**src/rtl/vga_pkg.sv**
```systemverilog
// vga_pkg: 640x480@60 timing constants, RGB888 colours and the test-bar lookup.
package vga_pkg;

  localparam int unsigned COORD_W = 10;

  localparam int unsigned VGA_H_SYNC  = 96;
  localparam int unsigned VGA_H_BACK  = 48;
  localparam int unsigned VGA_H_VALID = 640;
  localparam int unsigned VGA_H_TOTAL = 800;
  localparam int unsigned VGA_V_SYNC  = 2;
  localparam int unsigned VGA_V_BACK  = 33;
  localparam int unsigned VGA_V_VALID = 480;
  localparam int unsigned VGA_V_TOTAL = 525;

  typedef logic [23:0] rgb888_t;

  localparam rgb888_t RGB_WHITE   = 24'hFFFFFF;
  localparam rgb888_t RGB_YELLOW  = 24'hFFFF00;
  localparam rgb888_t RGB_CYAN    = 24'h00FFFF;
  localparam rgb888_t RGB_GREEN   = 24'h00FF00;
  localparam rgb888_t RGB_MAGENTA = 24'hFF00FF;
  localparam rgb888_t RGB_RED     = 24'hFF0000;
  localparam rgb888_t RGB_BLUE    = 24'h0000FF;
  localparam rgb888_t RGB_BLACK   = 24'h000000;

  // Eight 80-pixel bars: x/80 == (x>>4)/5, so compare x>>4 against multiples of 5.
  function automatic rgb888_t bar_colour(input logic [COORD_W-1:0] x);
    logic [5:0] q;
    q = 6'(x >> 4);
    if      (q < 6'd5)  return RGB_WHITE;
    else if (q < 6'd10) return RGB_YELLOW;
    else if (q < 6'd15) return RGB_CYAN;
    else if (q < 6'd20) return RGB_GREEN;
    else if (q < 6'd25) return RGB_MAGENTA;
    else if (q < 6'd30) return RGB_RED;
    else if (q < 6'd35) return RGB_BLUE;
    else                return RGB_BLACK;
  endfunction

endpackage

```
**src/rtl/vga_sync_cnt.sv**
```systemverilog
// vga_sync_cnt: wrapping position counter with sync-pulse and active-window decode.
module vga_sync_cnt
  import vga_pkg::*;
#(
  parameter int unsigned TOTAL    = VGA_H_TOTAL,
  parameter int unsigned SYNC     = VGA_H_SYNC,
  parameter int unsigned START    = VGA_H_SYNC + VGA_H_BACK,
  parameter int unsigned VALID    = VGA_H_VALID,
  parameter logic        SYNC_POL = 1'b0
) (
  input  logic               clk,
  input  logic               rst_n,
  input  logic               en,
  output logic [COORD_W-1:0] cnt,
  output logic               sync_c,
  output logic               act_c
);

  localparam logic [COORD_W-1:0] LAST    = COORD_W'(TOTAL - 1);
  localparam logic [COORD_W-1:0] SYNC_W  = COORD_W'(SYNC);
  localparam logic [COORD_W-1:0] START_W = COORD_W'(START);
  localparam logic [COORD_W-1:0] END_W   = COORD_W'(START + VALID);

  // Count 0..TOTAL-1 while enabled, wrapping to 0.
  always_ff @(posedge clk or negedge rst_n) begin
    if (!rst_n)
      cnt <= '0;
    else if (en)
      cnt <= (cnt == LAST) ? '0 : cnt + COORD_W'(1);
  end

  assign sync_c = (cnt < SYNC_W) ? SYNC_POL : ~SYNC_POL;
  assign act_c  = (cnt >= START_W) && (cnt < END_W);

endmodule

```
**src/rtl/vga_ctrl.sv**
```systemverilog
// vga_ctrl: 640x480@60 timing generator, one-ahead pixel requester and output register.
// Optional build macro VGA_TEST_PATTERN_EN adds pattern_en and an eight-bar test pattern.
module vga_ctrl
  import vga_pkg::*;
#(
  parameter int unsigned H_SYNC   = VGA_H_SYNC,
  parameter int unsigned H_BACK   = VGA_H_BACK,
  parameter int unsigned H_VALID  = VGA_H_VALID,
  parameter int unsigned H_TOTAL  = VGA_H_TOTAL,
  parameter int unsigned V_SYNC   = VGA_V_SYNC,
  parameter int unsigned V_BACK   = VGA_V_BACK,
  parameter int unsigned V_VALID  = VGA_V_VALID,
  parameter int unsigned V_TOTAL  = VGA_V_TOTAL,
  parameter logic        SYNC_POL = 1'b0
) (
  input  logic               vga_clk,
  input  logic               rst_n,
  input  rgb888_t            pos_data,
`ifdef VGA_TEST_PATTERN_EN
  input  logic               pattern_en,
`endif
  output logic [COORD_W-1:0] pos_x,
  output logic [COORD_W-1:0] pos_y,
  output logic               pix_req,
  output logic               hsync,
  output logic               vsync,
  output logic               vga_de,
  output rgb888_t            rgb,
  output logic               frame_start
);

  localparam int unsigned H_START = H_SYNC + H_BACK;
  localparam int unsigned V_START = V_SYNC + V_BACK;

  localparam logic [COORD_W-1:0] H_LAST    = COORD_W'(H_TOTAL - 1);
  localparam logic [COORD_W-1:0] H_REQ_LO  = COORD_W'(H_START - 1);
  localparam logic [COORD_W-1:0] H_REQ_HI  = COORD_W'(H_START + H_VALID - 1);
  localparam logic [COORD_W-1:0] H_START_W = COORD_W'(H_START);
  localparam logic [COORD_W-1:0] V_START_W = COORD_W'(V_START);

  logic [COORD_W-1:0] cnt_h;
  logic [COORD_W-1:0] cnt_v;
  logic               h_sync_c;
  logic               v_sync_c;
  logic               h_act_c;
  logic               v_act_c;
  logic               h_wrap_c;
  logic               h_req_c;
  logic               act_c;
  rgb888_t            pix_colour_c;

  assign h_wrap_c = (cnt_h == H_LAST);

  vga_sync_cnt #(
    .TOTAL    (H_TOTAL),
    .SYNC     (H_SYNC),
    .START    (H_START),
    .VALID    (H_VALID),
    .SYNC_POL (SYNC_POL)
  ) u_h_cnt (
    .clk    (vga_clk),
    .rst_n  (rst_n),
    .en     (1'b1),
    .cnt    (cnt_h),
    .sync_c (h_sync_c),
    .act_c  (h_act_c)
  );

  vga_sync_cnt #(
    .TOTAL    (V_TOTAL),
    .SYNC     (V_SYNC),
    .START    (V_START),
    .VALID    (V_VALID),
    .SYNC_POL (SYNC_POL)
  ) u_v_cnt (
    .clk    (vga_clk),
    .rst_n  (rst_n),
    .en     (h_wrap_c),
    .cnt    (cnt_v),
    .sync_c (v_sync_c),
    .act_c  (v_act_c)
  );

  // Requests lead the active window by one clock to cover the picture stage register.
  assign h_req_c = (cnt_h >= H_REQ_LO) && (cnt_h < H_REQ_HI);
  assign pix_req = h_req_c && v_act_c;
  assign pos_x   = pix_req ? cnt_h - H_REQ_LO  : '0;
  assign pos_y   = pix_req ? cnt_v - V_START_W : '0;
  assign act_c   = h_act_c && v_act_c;

  // Colour for the current pixel: returned data or test bars, black in blanking.
  always_comb begin
    pix_colour_c = '0;
    if (act_c) begin
      pix_colour_c = pos_data;
`ifdef VGA_TEST_PATTERN_EN
      if (pattern_en)
        pix_colour_c = bar_colour(cnt_h - H_START_W);
`endif
    end
  end

  // Output stage: sync, DE and colour all lag the counters by one clock.
  always_ff @(posedge vga_clk or negedge rst_n) begin
    if (!rst_n) begin
      hsync       <= ~SYNC_POL;
      vsync       <= ~SYNC_POL;
      vga_de      <= 1'b0;
      rgb         <= '0;
      frame_start <= 1'b0;
    end else begin
      hsync       <= h_sync_c;
      vsync       <= v_sync_c;
      vga_de      <= act_c;
      rgb         <= pix_colour_c;
      frame_start <= (cnt_h == '0) && (cnt_v == '0);
    end
  end

endmodule
```
**config.mk**
```make
export PLATFORM = sky130hd
export DESIGN_NAME = vga_ctrl
export DESIGN_NICKNAME = d
export VERILOG_FILES = /design/src/rtl/vga_pkg.sv /design/src/rtl/vga_sync_cnt.sv /design/src/rtl/vga_ctrl.sv
export SDC_FILE = /design/constraint.sdc
export NUM_CORES = 1
export LEC_CHECK = 0
export CORE_MARGIN = 2
export CORE_UTILIZATION = 25
export CTS_CLUSTER_SIZE = 40
export DETAILED_ROUTE_END_ITERATION = 8
export GPL_ROUTABILITY_DRIVEN = 0
export PLACE_DENSITY = 0.5
export SYNTH_ARGS = -nofsm -noshare
export SYNTH_HDL_FRONTEND = slang
export SYNTH_SLANG_ARGS = --single-unit
```
**constraint.sdc**
```tcl
create_clock -name vga_clk -period 3.8 [get_ports vga_clk]
set_input_delay 0.38 -clock vga_clk [delete_from_list [all_inputs] [get_ports vga_clk]]
set_output_delay 0.38 -clock vga_clk [all_outputs]
set_load 0.05 [all_outputs]
```
==> impl_table.tex, run 1 <==
\begin{tabular}{lr}
\hline
Metric & Value \\
\hline
\multicolumn{2}{l}{\textbf{Run status}} \\
\quad Status & completed \\
\multicolumn{2}{l}{\textbf{Timing}} \\
\quad Finish-stage setup viols & 0 \\
\quad Remaining max-slew budget at the tightest pin & 58.4\% \\
\quad Fmax achieved & 290 MHz \\
\quad RSZ-0062 raised after global routing & false \\
\quad Min Tclk post-route & 3.44 ns \\
\quad Transition time at the pin with the least slew margin & 0.624 ns \\
\quad Share of the cycle needed by the critical path after routing & 90.6\% \\
\quad Sum Neg Setup Slack & 0 ns \\
\quad Worst clock skew & 0.00646 ns \\
\quad Endpoints failing hold & 0 \\
\quad Final count of pins violating max slew & 0 \\
\quad Worst hold slack after final layout & 0.176 ns \\
\quad Final setup margin & 0.356 ns \\
\multicolumn{2}{l}{\textbf{Floorplan}} \\
\quad Die X & 104 um \\
\quad Placement row count & 36 \\
\quad Core Region & 0.00977 mm\^{}2 \\
\quad Starting density of the core & 25.8\% \\
\quad Io pins & 75 \\
\quad Chip height & 104 um \\
\quad Die Outline Area & 0.0109 mm\^{}2 \\
\multicolumn{2}{l}{\textbf{Finish}} \\
\quad Sequential standard cell area & 0.00120 mm\^{}2 \\
\quad Post-route cell area & 0.00343 mm\^{}2 \\
\quad Area used by multi-input combinational logic & 0.00115 mm\^{}2 \\
\quad Share of layout cells above drive strength 1 & 8.86\% \\
\quad Final-layout fill cell count & 1010 \\
\quad Core occupancy in the finished layout & 35.0\% \\
\quad Relative area change from synthesis to final layout & 35.9\% \\
\quad Diodes inserted & 0 \\
\quad Number of nets at the end of the flow & 345 \\
\multicolumn{2}{l}{\textbf{Clocking}} \\
\quad Number of buffers added for setup after CTS & 0 \\
\quad Cts hold-fix bufs & 0 \\
\quad Resized Gates After CTS & 0 \\
\quad Number of levels the H-tree was split into & 2 \\
\quad Maximum clock insertion buffer count & 2 \\
\quad Clock tree from TritonCTS & built \\
\quad Root buffer cell & sky130\_fd\_sc\_hd\_\_clkbuf\_8 \\
\quad Clock buffers created by TritonCTS & 5 \\
\quad Clk sink count & 48 \\
\quad Clock network latency to the later pin of the worst-skew pair & 0.30 ns \\
\quad Register clock-pin slew on the reported worst setup and hold paths & 0.10 ns \\
\multicolumn{2}{l}{\textbf{Setup path}} \\
\quad Sort of element at the start of the critical path & flop \\
\quad Setup CP Type & flop to primary output \\
\quad Data arrival, critical path & 3.06 ns \\
\quad Levels on crit path & 7 \\
\quad Max stage delay on crit path & 0.87 ns \\
\quad Critical path required time & 3.42 ns \\
\quad Number of buffer and inverter stages on the critical path & 2 \\
\quad Critical path startpoint & u\_v\_cnt.cnt[0] \\
\quad Worst setup path end & pos\_y[4] \\
\quad Critical path's top delay family & buffers and inverters \\
\quad Cells on worst reg2reg path & 5 \\
\quad Largest driver fanout on the critical path & 14 \\
\quad Startpoint of the lowest-slack register-to-register path & u\_h\_cnt.cnt[0] \\
\quad List of cells traversed by the critical path & ha\_1 -> nor4\_1 -> and3\_1 -> o22ai\_2 -> buf\_4 -> nor3\_1 -> clkdlybuf4s50\_1 \\
\quad R2r endpoint & u\_v\_cnt.cnt[8] \\
\quad Critical path endpoint category & primary output \\
\quad Cell with the largest stage delay on the worst path & sky130\_fd\_sc\_hd\_\_clkdlybuf4s50\_1 \\
\quad Reg2reg setup slack & 1.66 ns \\
\multicolumn{2}{l}{\textbf{Synth}} \\
\quad Number of warnings reported in the yosys synthesis log & 0 \\
\quad Share of flip-flops with an asynchronous set or reset & 100\% \\
\quad Mux contribution to synthesized area & 0.447\% \\
\quad Cell types with the largest area share after synthesis & sky130\_fd\_sc\_hd\_\_dfrtp\_1 46\%, sky130\_fd\_sc\_hd\_\_and2\_1 6.0\%, sky130\_fd\_sc\_hd\_\_nor3\_1 5.2\% \\
\quad Top cells by count, synth & 46 x sky130\_fd\_sc\_hd\_\_dfrtp\_1, 26 x sky130\_fd\_sc\_hd\_\_nor3\_1, 24 x sky130\_fd\_sc\_hd\_\_and2\_1 \\
\quad Post-synth EDFFs & 0 \\
\quad Post-synthesis share of cell area spent on full adders, half adders and majority gates & 1.99\% \\
\quad Dominant combinational cell family by area after synthesis & simple AND/OR/NAND/NOR gates \\
\quad Total of flip-flops plus latches after synthesis & 48 \\
\quad Share of Yosys cell area claimed by the top area cell type & 45.7\% \\
\quad Most numerous cell in the Yosys netlist & sky130\_fd\_sc\_hd\_\_dfrtp\_1 \\
\quad Post-synthesis share of cell area spent on and, or, nand and nor gates & 26.7\% \\
\quad Number of cells produced by synthesis & 251 \\
\quad Fraction of the mapped netlist area in compound gates & 11.0\% \\
\quad Synthesized netlist net count & 281 \\
\quad Post-synth design cell area & 0.00252 mm\^{}2 \\
\quad Synthesized area per cell & 10.0 um\^{}2 \\
\quad Number of different library cells in the post-synthesis netlist & 44 \\
\quad Proportion of synthesized chip area in sequential cells & 47.7\% \\
\quad Most common flop cell mapped by yosys & sky130\_fd\_sc\_hd\_\_dfrtp\_1 \\
\quad XOR/XNOR Fraction of Synth Area & 5.21\% \\
\quad Most area-hungry cell type in the Yosys netlist & sky130\_fd\_sc\_hd\_\_dfrtp\_1 \\
\multicolumn{2}{l}{\textbf{Flow run}} \\
\quad Reported max-cap violation count & 0 \\
\multicolumn{2}{l}{\textbf{Route}} \\
\quad Mean number of vias per cell & 4.52 \\
\quad DRT Pass-1 Iters & 4 \\
\quad Routed wire per std cell & 14.1 um \\
\quad Violation count after the first detailed-route iteration & 123 \\
\quad Routed vias & 2031 \\
\quad Post-route DRC & 0 \\
\quad Antenna-violating nets left & 0 \\
\quad Total wire length after detailed routing & 6320 um \\
\multicolumn{2}{l}{\textbf{Placed design}} \\
\quad DP Wirelength & 4400 um \\
\quad I/O Buffers & 74 \\
\quad Worst slack, placed & 0.698 ns \\
\quad Area after detailed placement & 0.00333 mm\^{}2 \\
\multicolumn{2}{l}{\textbf{Global route}} \\
\quad Largest net degree at the start of global routing & 49 \\
\quad Antenna violations before repair & 0 \\
\quad Total global routing overflow & 0 \\
\quad Number of global-route vias before repair & 1963 \\
\quad Global Route Usage Sum & 11.8\% \\
\quad First-pass GRT wire length & 10400 um \\
\multicolumn{2}{l}{\textbf{Pwr}} \\
\quad Worst ir drop on vdd & 0.000162 V \\
\quad Leakage component of the power & 1.42 nW \\
\quad PwrDens & 256 mW/mm\^{}2 \\
\multicolumn{2}{l}{\textbf{Min path}} \\
\quad Worst Hold Class & input pin to async pin \\
\hline
\end{tabular}
-- state kept, by name, indices dropped and copies added, names as in the netlist --
name         cells
rgb             24
vsync            1
u_h_cnt.cnt     10
hsync            1
u_v_cnt.cnt     10
vga_de           1
frame_start      1
-- layout by cell type (no fill, tap or decap), types with 2 or more instances in the layout --
cell and count:
sky130_fd_sc_hd__buf_4 5, sky130_fd_sc_hd__and2_1 24, sky130_fd_sc_hd__nand3_1 9, sky130_fd_sc_hd__inv_1 8
sky130_fd_sc_hd__nor2b_1 3, sky130_fd_sc_hd__ha_1 4, sky130_fd_sc_hd__o21a_1 2, sky130_fd_sc_hd__o21ai_0 10
sky130_fd_sc_hd__dfrtp_1 46, sky130_fd_sc_hd__nor3b_1 3, sky130_fd_sc_hd__xnor2_1 11, sky130_fd_sc_hd__or3_1 4
sky130_fd_sc_hd__a21oi_1 4, sky130_fd_sc_hd__xor2_1 4, sky130_fd_sc_hd__and4_1 4, sky130_fd_sc_hd__clkbuf_8 6
sky130_fd_sc_hd__nand2_1 9, sky130_fd_sc_hd__clkdlybuf4s50_1 73, sky130_fd_sc_hd__a22o_1 8, sky130_fd_sc_hd__o22ai_2 2
sky130_fd_sc_hd__nor2_1 17, sky130_fd_sc_hd__nor4_1 7, sky130_fd_sc_hd__nor3_1 26, sky130_fd_sc_hd__dfstp_2 2
sky130_fd_sc_hd__and3_1 5, sky130_fd_sc_hd__clkinvlp_4 2
-- metal layers --
layer / up-vias / share of wire, % / track usage, %
li1: 995 / - / -
met1: 956 / 52 / 17.6
met3: 5 / 6.5 / 3.76
met5: - / 0 / 0
met2: 75 / 41 / 16.5
met4: 0 / 0.84 / 2.61
-- power breakdown --
group | total (mW) | internal, mW | switching (mW)
sequential | 0.510 | 0.510 | 0
clock | 0.333 | 0.148 | 0.185
combinational | 0.0350 | 0.0223 | 0.0127
total | 0.878 | 0.681 | 0.198
-- worst register-to-register path, cell delays in order (launching register included) --
cell	delay, ns
sky130_fd_sc_hd__dfrtp_1	0.44
sky130_fd_sc_hd__ha_1	0.24
sky130_fd_sc_hd__and4_1	0.31
sky130_fd_sc_hd__and3_1	0.57
sky130_fd_sc_hd__o21ai_0	0.21
sky130_fd_sc_hd__a22o_1	0.27
-- cell type report --
cell class / instances / area share [%]
Sequential cell: 48 / 35.1
Multi-Input combinational cell: 173 / 33.7
Clock buffer: 6 / 2.41
Tap cell: 133 / 4.86
Timing Repair Buffer: 79 / 22.6
Inverter: 8 / 0.877
Clock inverter: 2 / 0.438
-- through the flow --
step / instances / total power, mW
finish: 449 / 0.878
global route: 449 / 0.920
CTS: 449 / 0.898
detailed placement: 441 / 0.556
global placement: 441 / 0.557
floorplan: 251 / 0.521
-- worst min-delay path by stage --
stage,from,end,slack (ns),cells past startpoint
global placement,u_h_cnt.cnt[0],u_h_cnt.cnt[0],0.52,1
global route,rst_n,u_v_cnt.cnt[4],0.22,2
detailed placement,u_h_cnt.cnt[0],u_h_cnt.cnt[0],0.53,1
floorplan,rst_n,frame_start,0.08,0
finish,rst_n,rgb[21],0.18,2
CTS,rst_n,rgb[17],0.20,2
-- kinds of logic (layout without fill, tap and decap cells) --
group           after synthesis  count (layout)
fa+ha+maj                     4               4
xor+xnor                     15              15
compound gates               35              35
flops                        48              48
simple gates                118             118
mux                           1               1
buf+inv                      30              95
No activity file was read; power rests on OpenSTA's default activity.
==> run 2, diff against run 1 <==
--- a/config.mk
+++ b/config.mk
@@ -6,11 +6,11 @@
 export NUM_CORES = 1
 export LEC_CHECK = 0
 export CORE_MARGIN = 2
-export CORE_UTILIZATION = 25
+export CORE_UTILIZATION = 50
 export CTS_CLUSTER_SIZE = 40
 export DETAILED_ROUTE_END_ITERATION = 8
 export GPL_ROUTABILITY_DRIVEN = 0
-export PLACE_DENSITY = 0.5
+export PLACE_DENSITY = 0.86
 export SYNTH_ARGS = -nofsm -noshare
 export SYNTH_HDL_FRONTEND = slang
 export SYNTH_SLANG_ARGS = --single-unit
==> run 2 against run 1 <==
Via count rose by 1.3%. Global-route usage is 8.4 points higher. Core utilization rose by 34 points. Sequential power is essentially flat. Final area fell by 3.7%. Non-clock buffer count shrank 2. Power grew 5.1%. Clock skew increased by 0.0038 ns. Sequential share of layout area rose by 1.3 points. Critical path type unchanged. Highest routed layer unchanged.
==> impl_table.tex, run 2 (same netlist as run 1, synthesis figures left out) <==
\begin{tabular}{lr}
\hline
Metric & Value \\
\hline
\multicolumn{2}{l}{\textbf{Run status}} \\
\quad Status & completed \\
\multicolumn{2}{l}{\textbf{Min path}} \\
\quad Worst Hold Class & input pin to async pin \\
\multicolumn{2}{l}{\textbf{Clocking}} \\
\quad Clock buffers created by TritonCTS & 5 \\
\quad Resized Gates After CTS & 0 \\
\quad Clock network latency to the later pin of the worst-skew pair & 0.30 ns \\
\quad Root buffer cell & sky130\_fd\_sc\_hd\_\_clkbuf\_8 \\
\quad Maximum clock insertion buffer count & 2 \\
\quad Clock tree from TritonCTS & built \\
\quad Number of levels the H-tree was split into & 2 \\
\quad Number of buffers added for setup after CTS & 0 \\
\quad Register clock-pin slew on the reported worst setup and hold paths & 0.10 ns \\
\quad Clk sink count & 48 \\
\quad Cts hold-fix bufs & 0 \\
\multicolumn{2}{l}{\textbf{Timing}} \\
\quad Sum Neg Setup Slack & 0 ns \\
\quad Worst clock skew & 0.0103 ns \\
\quad Remaining max-slew budget at the tightest pin & 31.0\% \\
\quad Finish-stage setup viols & 0 \\
\quad Share of the cycle needed by the critical path after routing & 88.3\% \\
\quad Final setup margin & 0.444 ns \\
\quad Transition time at the pin with the least slew margin & 1.03 ns \\
\quad Endpoints failing hold & 0 \\
\quad RSZ-0062 raised after global routing & false \\
\quad Fmax achieved & 298 MHz \\
\quad Final count of pins violating max slew & 0 \\
\quad Min Tclk post-route & 3.36 ns \\
\multicolumn{2}{l}{\textbf{Setup path}} \\
\quad R2r endpoint & u\_v\_cnt.cnt[5] \\
\quad Cells on worst reg2reg path & 5 \\
\quad Setup CP Type & flop to primary output \\
\quad Sort of element at the start of the critical path & flop \\
\quad Worst setup path end & pos\_x[9] \\
\quad Reg2reg setup slack & 1.70 ns \\
\quad Data arrival, critical path & 2.98 ns \\
\quad Critical path endpoint category & primary output \\
\quad Largest driver fanout on the critical path & 21 \\
\quad Startpoint of the lowest-slack register-to-register path & u\_h\_cnt.cnt[0] \\
\quad Critical path required time & 3.42 ns \\
\quad Critical path startpoint & u\_v\_cnt.cnt[0] \\
\multicolumn{2}{l}{\textbf{Pwr}} \\
\quad Worst ir drop on vdd & 0.000141 V \\
\quad Leakage component of the power & 1.45 nW \\
\quad PwrDens & 280 mW/mm\^{}2 \\
\multicolumn{2}{l}{\textbf{Finish}} \\
\quad Commonest cells after routing, fill and taps aside & 60 x sky130\_fd\_sc\_hd\_\_clkdlybuf4s50\_1, 46 x sky130\_fd\_sc\_hd\_\_dfrtp\_1, 26 x sky130\_fd\_sc\_hd\_\_nor3\_1 \\
\quad Register ranked first by flip-flop count & rgb \\
\quad Number of flip-flops under the largest register name & 24 \\
\quad Share of layout cells above drive strength 1 & 11.8\% \\
\quad Largest registers in the final layout & rgb x24, u\_h\_cnt.cnt x10, u\_v\_cnt.cnt x10 \\
\quad Relative area change from synthesis to final layout & 30.9\% \\
\quad Commonest non-fill, non-tap cell in the layout & sky130\_fd\_sc\_hd\_\_clkdlybuf4s50\_1 \\
\quad Number of nets at the end of the flow & 343 \\
\quad Diodes inserted & 0 \\
\multicolumn{2}{l}{\textbf{Route}} \\
\quad Total wire length after detailed routing & 5510 um \\
\quad Post-route DRC & 0 \\
\quad Routed vias & 2057 \\
\quad DRT Pass-1 Iters & 5 \\
\quad Antenna-violating nets left & 0 \\
\quad Violation count after the first detailed-route iteration & 93 \\
\quad Mean number of vias per cell & 5.40 \\
\quad Routed wire per std cell & 14.5 um \\
\multicolumn{2}{l}{\textbf{Floorplan}} \\
\quad Die X & 75.0 um \\
\quad Placement row count & 25 \\
\quad Io pins & 75 \\
\quad Core Region & 0.00479 mm\^{}2 \\
\quad Chip height & 75.0 um \\
\quad Die Outline Area & 0.00563 mm\^{}2 \\
\quad Starting density of the core & 52.7\% \\
\multicolumn{2}{l}{\textbf{Global route}} \\
\quad Global Route Usage Sum & 20.2\% \\
\quad Largest net degree at the start of global routing & 49 \\
\quad Total global routing overflow & 0 \\
\quad Number of global-route vias before repair & 1812 \\
\quad Antenna violations before repair & 0 \\
\quad First-pass GRT wire length & 8760 um \\
\multicolumn{2}{l}{\textbf{Placed design}} \\
\quad Worst slack, placed & 0.791 ns \\
\quad DP Wirelength & 3940 um \\
\quad I/O Buffers & 74 \\
\multicolumn{2}{l}{\textbf{Flow run}} \\
\quad Reported max-cap violation count & 0 \\
\hline
\end{tabular}
[run 2: power by group]
| part | switching, mW | internal (mW) |
|---|---|---|
| Sequential | 0 | 0.510 |
| Clock | 0.180 | 0.198 |
| Combinational | 0.0118 | 0.0216 |
[run 2: per-layer routing]
| metal | GRT usage [%] | wire (um) | up-vias |
|---|---|---|---|
| li1 | - | - | 999 |
| met1 | 28.7 | 2580 | 943 |
| met2 | 31.9 | 2410 | 107 |
| met3 | 4.42 | 476 | 8 |
| met4 | 4.76 | 45 | 0 |
| met5 | 0 | 0 | - |
[run 2: critical path, cell delays in order, from the launching register on]
cell and delay (ns):
sky130_fd_sc_hd__dfrtp_1 0.46, sky130_fd_sc_hd__ha_1 0.33, sky130_fd_sc_hd__nor4_1 0.25, sky130_fd_sc_hd__and3_1 0.25
sky130_fd_sc_hd__o22ai_1 0.09, sky130_fd_sc_hd__buf_4 0.24, sky130_fd_sc_hd__a211oi_2 0.22, sky130_fd_sc_hd__clkdlybuf4s50_1 0.83
[run 2: through the flow]
| stage | power [mW] | util, % | instances | hold WS (ns) | area (um^2) |
|---|---|---|---|---|---|
| 2_1_floorplan | 0.521 | - | 251 | 0.0844 | 2520 |
| 3_3_place_gp | 0.555 | 66.6 | 373 | 0.516 | 3190 |
| 3_5_place_dp | 0.555 | 66.6 | 373 | 0.528 | 3190 |
| 4_1_cts | 0.929 | 69.0 | 381 | 0.291 | 3300 |
| 5_1_grt | 0.950 | 69.0 | 381 | 0.355 | 3300 |
| 6_report | 0.923 | 69.0 | 381 | 0.258 | 3300 |
[run 2: layout make-up]
cell class	instances	area, um^2
multi-input combinational	173	1140
fill	367	1490
inverter	8	30.0
clock buffer	5	68.8
timing repair buffer	77	726
sequential	48	1200
tap	67	83.8
clock inverter	3	46.3
[run 2: how the worst min path moves through the flow]
stage,slack (ns),endpoint,from
after global routing,0.36,frame_start,rst_n
after CTS,0.29,frame_start,rst_n
final,0.26,u_v_cnt.cnt[1],rst_n
after global placement,0.52,u_h_cnt.cnt[0],u_h_cnt.cnt[0]
after floorplan,0.08,frame_start,rst_n
after detailed placement,0.53,u_h_cnt.cnt[0],u_h_cnt.cnt[0]
